--- src/rtl/theremin_audio_pkg.sv ---
// Shared audio types for the theremin audio path: 24-bit samples and the
// four-sample stereo frame {l0, r0, l1, r1} with l0 in the top bits.
package theremin_audio_pkg;
  localparam int AUDIO_SAMPLE_BITS = 24;

  typedef logic [AUDIO_SAMPLE_BITS-1:0] audio_sample_t;

  typedef struct packed {
    audio_sample_t l0;
    audio_sample_t r0;
    audio_sample_t l1;
    audio_sample_t r1;
  } audio_frame_t;

  function automatic logic [15:0] sat_inc16(input logic [15:0] v);
    return (v == 16'hFFFF) ? v : v + 16'd1;
  endfunction
endpackage

--- src/rtl/audio_frame_fifo.sv ---
// Synchronous frame FIFO with flush. Pointers carry an extra wrap bit so
// full and empty are distinguishable; storage has no reset (distributed RAM).
module audio_frame_fifo
  import theremin_audio_pkg::*;
#(
  parameter int DEPTH_LOG2 = 4
) (
  input  logic                  CLK,
  input  logic                  RESET,
  input  logic                  flush,
  input  logic                  push,
  input  logic                  pop,
  input  audio_frame_t          din,
  output audio_frame_t          head,
  output logic                  empty,
  output logic [DEPTH_LOG2:0]   level,
  output logic [DEPTH_LOG2:0]   level_nxt
);
  localparam int DEPTH = 1 << DEPTH_LOG2;

  audio_frame_t            mem [DEPTH];
  logic [DEPTH_LOG2:0]     wptr, rptr;
  logic                    full, do_push, do_pop;

  assign empty   = (wptr == rptr);
  assign full    = (wptr[DEPTH_LOG2] != rptr[DEPTH_LOG2]) &&
                   (wptr[DEPTH_LOG2-1:0] == rptr[DEPTH_LOG2-1:0]);
  assign do_push = push & ~full & ~flush;
  assign do_pop  = pop & ~empty & ~flush;
  assign head    = mem[rptr[DEPTH_LOG2-1:0]];

  always_ff @(posedge CLK) begin
    if (do_push) mem[wptr[DEPTH_LOG2-1:0]] <= din;
  end

  always_comb begin
    level_nxt = level;
    if (flush)                 level_nxt = '0;
    else if (do_push & ~do_pop) level_nxt = level + 1'b1;
    else if (do_pop & ~do_push) level_nxt = level - 1'b1;
  end

  always_ff @(posedge CLK) begin
    if (RESET || flush) begin
      wptr  <= '0;
      rptr  <= '0;
      level <= '0;
    end else begin
      if (do_push) wptr <= wptr + 1'b1;
      if (do_pop)  rptr <= rptr + 1'b1;
      level <= level_nxt;
    end
  end
endmodule

--- src/rtl/audio_frame_scheduler.sv ---
// Pops one frame per LOAD strobe onto the I2S channel buses; tracks underrun
// and watermark IRQ. Define AUDIO_UNDERRUN_COUNT_EN to build the underrun counter.
module audio_frame_scheduler
  import theremin_audio_pkg::*;
#(
  parameter int DEPTH_LOG2 = 4,
  parameter int WATERMARK  = 4
) (
  input  logic                    CLK,
  input  logic                    RESET,
  input  logic                    LOAD,
  input  logic                    ENABLE,
  input  logic                    WR_VALID,
  output logic                    WR_READY,
  input  logic [95:0]             WR_FRAME,
  output logic [23:0]             OUT_LEFT_CHANNEL0,
  output logic [23:0]             OUT_RIGHT_CHANNEL0,
  output logic [23:0]             OUT_LEFT_CHANNEL1,
  output logic [23:0]             OUT_RIGHT_CHANNEL1,
  output logic [DEPTH_LOG2:0]     LEVEL,
  input  logic                    IRQ_EN,
  output logic                    IRQ,
  input  logic                    ACK,
  output logic                    UNDERRUN,
  input  logic                    UNDERRUN_CLR,
  output logic [15:0]             UNDERRUN_COUNT
);
  localparam logic [DEPTH_LOG2:0] FULL_LVL = (DEPTH_LOG2+1)'(1 << DEPTH_LOG2);
  localparam logic [DEPTH_LOG2:0] WM_LVL   = (DEPTH_LOG2+1)'(WATERMARK);

  audio_frame_t            wr_frame, head, out_q;
  logic                    empty, push, pop, und_ev, irq_set;
  logic [DEPTH_LOG2:0]     level_nxt, post_pop;

  assign wr_frame = WR_FRAME;
  assign push     = WR_VALID & WR_READY & ENABLE;
  assign pop      = LOAD & ENABLE & ~empty;
  assign und_ev   = LOAD & ENABLE & empty;
  assign post_pop = LEVEL - {{DEPTH_LOG2{1'b0}}, pop};
  assign irq_set  = LOAD & ENABLE & IRQ_EN & (post_pop <= WM_LVL);

  audio_frame_fifo #(.DEPTH_LOG2(DEPTH_LOG2)) u_fifo (
    .CLK       (CLK),
    .RESET     (RESET),
    .flush     (~ENABLE),
    .push      (push),
    .pop       (pop),
    .din       (wr_frame),
    .head      (head),
    .empty     (empty),
    .level     (LEVEL),
    .level_nxt (level_nxt)
  );

  // Outputs hold the last frame across underruns; disable mutes them.
  always_ff @(posedge CLK) begin
    if (RESET || !ENABLE) out_q <= '0;
    else if (pop)         out_q <= head;
  end

  assign OUT_LEFT_CHANNEL0  = out_q.l0;
  assign OUT_RIGHT_CHANNEL0 = out_q.r0;
  assign OUT_LEFT_CHANNEL1  = out_q.l1;
  assign OUT_RIGHT_CHANNEL1 = out_q.r1;

  always_ff @(posedge CLK) begin
    if (RESET) WR_READY <= 1'b0;
    else       WR_READY <= ENABLE & (level_nxt != FULL_LVL);
  end

  // A new qualifying LOAD overrides a simultaneous acknowledge.
  always_ff @(posedge CLK) begin
    if (RESET)          IRQ <= 1'b0;
    else if (irq_set)   IRQ <= 1'b1;
    else if (IRQ & ACK) IRQ <= 1'b0;
  end

  always_ff @(posedge CLK) begin
    if (RESET)             UNDERRUN <= 1'b0;
    else if (und_ev)       UNDERRUN <= 1'b1;
    else if (UNDERRUN_CLR) UNDERRUN <= 1'b0;
  end

`ifdef AUDIO_UNDERRUN_COUNT_EN
  logic [15:0] und_cnt;

  always_ff @(posedge CLK) begin
    if (RESET)             und_cnt <= '0;
    else if (und_ev)       und_cnt <= UNDERRUN_CLR ? 16'd1 : sat_inc16(und_cnt);
    else if (UNDERRUN_CLR) und_cnt <= '0;
  end

  assign UNDERRUN_COUNT = und_cnt;
`else
  assign UNDERRUN_COUNT = 16'h0000;
`endif
endmodule
--- config.mk ---
export PLATFORM = sky130hd
export DESIGN_NAME = audio_frame_scheduler
export DESIGN_NICKNAME = d
export VERILOG_FILES = /design/src/rtl/theremin_audio_pkg.sv /design/src/rtl/audio_frame_fifo.sv /design/src/rtl/audio_frame_scheduler.sv
export SDC_FILE = /design/constraint.sdc
export NUM_CORES = 2
export LEC_CHECK = 0
export CORE_ASPECT_RATIO = 1.5
export CORE_MARGIN = 5
export CORE_UTILIZATION = 55
export DETAILED_ROUTE_END_ITERATION = 16
export PLACE_DENSITY_LB_ADDON = 0.25
export RECOVER_POWER = 100
export SYNTH_ARGS = -nofsm -noshare
export SYNTH_HDL_FRONTEND = slang
export SYNTH_SLANG_ARGS = --single-unit
--- constraint.sdc ---
create_clock -name CLK -period 23.3 [get_ports CLK]
set_input_delay 2.33 -clock CLK [delete_from_list [all_inputs] [get_ports CLK]]
set_output_delay 2.33 -clock CLK [all_outputs]
set_load 0.05 [all_outputs]
======== After elaboration in Yosys (flattened, before gate mapping) ========
Memory sizes are Yosys's and may differ from the RTL's. A register that Yosys moved wholly into a read port is not among the register bits.
Index checks and enable logic that the tools add are counted.
operators by class
  add/subtract/negate cells ............... 5
  order comparisons ....................... 1
  eq/ne operators ......................... 4
  multiplexer cells ....................... 9
  bitwise logic cells ..................... 20
  reduce and logical (&&, ||, !) cells .... 6
operators by type and width
  operator               count
  $add A5 B1 Y5 const B  3
  $and A1 B1 Y1          15
  $mux W5                3
  $mux W1                6
  $eq A5 B5 Y1           1
  $le A5 B3 Y1 const B   1
  $ne A5 B5 Y1 const B   1
  $not A1 Y1             5
  $sub A5 B1 Y5          1
  $sub A5 B1 Y5 const B  1
  $eq A4 B4 Y1           1
  $reduce_bool A2 Y1     2
  $logic_or A1 B1 Y1     2
  $logic_and A1 B1 Y1    1
  $logic_not A1 Y1       1
  $ne A1 B1 Y1           1
storage, ports and cells
  flip-flop bits (word level) ............. 18
  memory bits (writable) .................. 1536
  input bits .............................. 104
  logic and storage cells ................. 52
  memories ................................ 1
memories
  memory      words  bits a word  read ports  clocked after Yosys merged registers in  write ports  RTL line                RTL
  u_fifo.mem  16     96           1           1                                        1            audio_frame_fifo.sv:21  audio_frame_t mem [DEPTH];

======== Logic depth before layout (Yosys ltp) ========
  depth in word-level cells ............... 12
  mapped depth ............................ 15

======== By module ========
From an unflattened synthesis, not the netlist that was laid out.
unflattened totals
  cell total of the unflattened synthesis .. 2772
  area total of the unflattened synthesis .. 62506.2 µm²
by module, submodules not included
  module                 times used  cells an instance  area an instance (µm²)  sequential area each (µm²)
  audio_frame_fifo       1           2316               58902.7                 46504.6
  audio_frame_scheduler  1           456                3603.5                  1981.9

======== Worst setup path before layout ========
No wires, ideal clock.
  path type ............................... input-to-reg
  start point ............................. in WR_VALID
  end point ............................... mem u_fifo.mem[3][0] in the netlist's numbering (enable)
  arrival time ............................ 9.480 ns
  required time ........................... 22.631 ns
  path slack .............................. 13.152 ns
  stages .................................. 4
  path buffers ............................ 0
  path through ............................ nand3_1 -> a21oi_2 -> nand2_1 -> nor3_1
between the ends
  word-level cells in the longest chain between the ends .. 6
ends and longest elaborated chain
  what                           RTL line                     RTL
  from (decl)                    audio_frame_scheduler.sv:13  input logic WR_VALID,
  $and A1 B1 Y1 (2 in a row)     audio_frame_scheduler.sv:36  assign push = WR_VALID & WR_READY & ENABLE;
  $and A1 B1 Y1 (2 in a row)     audio_frame_fifo.sv:28       assign do_push = push & ~full & ~flush;
  $mux W1                        audio_frame_fifo.sv:33       if (do_push) mem[wptr[DEPTH_LOG2-1:0]] <= din;
  $mux W1 (not written as such)  audio_frame_fifo.sv:33
  to (decl)                      audio_frame_fifo.sv:21
Every way passes these cells.

======== Final worst setup path ========
  start point ............................. reg u_fifo.rptr[3]
  end point ............................... reg u_fifo.rptr[0]
between the ends
  word-level cells in the longest chain between the ends .. 5
ends and longest elaborated chain
  what                          RTL line                                             RTL
  from (decl)                   audio_frame_fifo.sv:22                               logic [DEPTH_LOG2:0] wptr, rptr;
  from (signal assigned)        audio_frame_fifo.sv:50                               if (do_pop) rptr <= rptr + 1'b1;
  $eq A5 B5 Y1 *                audio_frame_fifo.sv:25                               assign empty = (wptr == rptr);
  $not A1 Y1 *                  audio_frame_fifo.sv:29, audio_frame_scheduler.sv:37
  $and A1 B1 Y1                 audio_frame_scheduler.sv:37                          assign pop = LOAD & ENABLE & ~empty;
  $and A1 B1 Y1 * (2 in a row)  audio_frame_fifo.sv:29                               assign do_pop = pop & ~empty & ~flush;
Every way passes the cells marked *; elsewhere a longest branch is shown, timed or not.
A chain may end at the register's enable or synchronous reset.

==> summary.txt <==
Timing
  – Setup TNS: 0 ns
  – Min Tclk post-route: 12.60 ns
  – Setup Skew: 0.01962 ns
  – Slew headroom: -2.607
  – Worst Tran Pin Value: 5.354 ns
  – Final setup fails: 0
  – Fmax: 79.35 MHz
  – Max-slew violations: 1852
  – Final hold violation count: 0
  – Final period utilization: 0.5409
  – RSZ-0062 raised after global routing: no

Floorplan
  – Initial core utilization: 0.5514
  – IO Pins: 224
  – Row cnt: 151
  – Placeable Area: 112600 sq um
  – Die width: 284.3 um
  – Die area: 119900 sq um
  – Die height: 421.5 um

Setup path
  – Slowest stage delay, CP: 3.96 ns
  – Crit-path cells: xor2_1, or4_1, o21ai_0, clkinvlp_2, clkbuf_1, xnor2_1, nor2_1
  – Required time of the worst setup path: 23.79 ns
  – Crit path kind: register to register
  – CP max FO: 60
  – Crit path DAT: 13.09 ns
  – Delay-heaviest family, CP: buffers and inverters
  – Critical Path Sink Type: register
  – Crit path buffers/inverters: 2
  – CP Launch Type: register
  – CP max stage cell: o21ai_0

Logic synthesis
  – Synth area leaders: edfxtp_1 74%, mux4_2 17%, dfxtp_1 3.7%
  – Count leader, synth: edfxtp_1
  – Async S/R FF share, synth: 0
  – Unique cell type count in the Yosys netlist: 43
  – Post-synthesis cell count: 2728
  – Largest area contributor in the netlist: edfxtp_1
  – #FFs+latches synth: 1650
  – Post-synth EDFFs: 1536
  – Post-synthesis sequential area ratio: 0.7796
  – Average cell area after synthesis: 22.76 sq um
  – Area of the mapped netlist: 62090 sq um
  – Commonest cells in the netlist: 1536 x edfxtp_1, 480 x mux4_2, 206 x nand2_1
  – YS warnings: 0
  – Top_reg_cell synth: edfxtp_1
  – Share of the synthesized area in the top cell type: 0.7428

Global route
  – Total gr overflow: 0
  – Largest net degree at the start of global routing: 167
  – Initial antenna violation count: 24
  – Total GRT Usage: 0.2214
  – Vias in the first global route: 29910
  – First-pass GRT wire length: 197.8 mm

Clocking
  – TritonCTS clock tree: built
  – TritonCTS buffer count: 147
  – Clk_lat worst skew: 0.76 ns
  – Hold buffers post-CTS: 0
  – H-tree levels: 4
  – CTS clk-pin slew, worst paths: 0.06 ns
  – Setup Buffers After CTS: 0
  – CTS Root Cell: clkbuf_16
  – Post_cts resized: 0
  – Clock sink count: 1650
  – Max Root-Sink Buffers: 3

Layout
  – P&R area growth vs syn: 13.22%
  – Area occupied by multi-input gates: 12990 sq um
  – Share of cells above drive strength 1: 0.2314
  – Nets@finish: 3099
  – Fillers: 7499
  – FF+latch area: 48420 sq um

Drt
  – Vias: 28380
  – Drt initial violations: 2826
  – Routed Antenna Nets: 0
  – Total iterations of the first detailed-routing run: 5
  – Drt drc: 0
  – Vias/cell: 6.211
  – Wirelength per Cell: 28.85 um
  – WL final: 131.8 mm

Run status
  – Outcome: complete, but fails checks
  – Violated checks: capacitance limit, slew limit

Power and ir drop
  – Tot Pwr: 0.005678 W
  – Max VDD drop: 0.06661 mV
  – PD cells: 80.77 nW/um^2
  – Leakage: 21.21 nW

Place
  – IO Port Bufs: 207
  – Gpl congestion: 0.7819
  – Final HPWL DP: 71.85 mm

Worst hold path
  – Worst Hold Class: register to register

Job
  – Max-Cap Viols: 45
==> metal layers <==
layer  global-route usage  share of wire  routed length [um]  vias to the layer above
li1                     -              -                   -                    11900
met1               0.3020           0.39               51210                    15180
met2               0.3810           0.53               69750                     1119
met3              0.03938          0.066                8692                      170
met4              0.05003          0.016                2118                        6
met5                    0        0.00030                  39                        -
==> worst paths after layout <==
| path | startpoint | to | slack (ns) | cells after the start |
|---|---|---|---|---|
| hold reg to reg | OUT_LEFT_CHANNEL0[9] | OUT_LEFT_CHANNEL0[9] | 0.45 | 2 |
| setup reg to reg | u_fifo.rptr[3] | u_fifo.rptr[0] | 10.70 | 7 |
| hold / removal | OUT_LEFT_CHANNEL0[9] | OUT_LEFT_CHANNEL0[9] | 0.45 | 2 |
| setup / recovery | u_fifo.rptr[3] | u_fifo.rptr[0] | 10.70 | 7 |
==> logic make-up (layout without fill, tap and decap cells) <==
group	after synthesis	count (layout)	synth area share
flip-flops	1650	1650	0.7796
AO/OA/AOI/OAI	124	124	0.01084
other	1	25	0.00006039
AND/OR/NAND/NOR	273	273	0.01795
XOR/XNOR	16	16	0.002257
adder cells (fa/ha/maj)	8	8	0.001612
multiplexers	485	485	0.1749
buffers and inverters	171	535	0.01278
==> through the flow <==
stage               std cells  hold WS [ns]  cell area (sq um)  setup slack [ns]    util
floorplan                2743        0.4942              62150             13.15       -
global placement         4291        0.4434              65830             16.71  0.5846
detailed placement       4291        0.4466              65830             16.63  0.5846
CTS                      4560        0.4553              70500             17.42  0.6261
global route             4563        0.4670              70280             9.595  0.6242
finish                   4569        0.4500              70300             10.70  0.6243
==> layout make-up <==
cell class | count | share of cell area
flip-flops and latches | 1650 | 0.6888
multi-input cells | 922 | 0.1847
clock buffers | 191 | 0.05708
repair buffers | 260 | 0.03346
well taps | 1453 | 0.02586
clock inverters | 78 | 0.009415
inverters | 6 | 0.0003382
diodes | 9 | 0.0003204
==> placed cells by master, fill, tap and decap left out, types with 6 or more instances in the layout <==
cell type,count
ha_1,8
diode_2,9
bufinv_16,10
dfxtp_1,110
clkinv_1,23
clkbuf_1,73
buf_4,13
xnor2_1,7
nor2_1,25
clkinv_4,6
xor2_1,9
mux4_2,480
nor2_4,7
a21oi_1,103
edfxtp_1,1536
clkinv_2,33
nand2_1,206
o21ai_0,8
conb_1,16
clkbuf_16,154
clkdlybuf4s50_1,6
nor3_1,11
dlygate4sd3_1,201
==> worst reg2reg max path, cell delays in order, from the launching register on <==
cell	delay, ns
dfxtp_4	1.05
xor2_1	0.39
or4_1	0.76
o21ai_0	3.96
clkinvlp_2	3.65
clkbuf_1	1.78
xnor2_1	0.67
nor2_1	0.07
==> state kept, by name, indices dropped and copies added (netlist names) <==
register,cells
IRQ,1
OUT_LEFT_CHANNEL0,24
OUT_LEFT_CHANNEL1,24
OUT_RIGHT_CHANNEL0,24
OUT_RIGHT_CHANNEL1,24
UNDERRUN,1
WR_READY,1
u_fifo.level,5
u_fifo.mem,1536
u_fifo.rptr,5
u_fifo.wptr,5
==> report_power, final <==
group | internal, W | switching (W)
logic | 0.0000214 | 0.0000595
registers | 0.00324 | 0.00000131
clock network | 0.00133 | 0.00103
(Power assumes the default switching activity.)
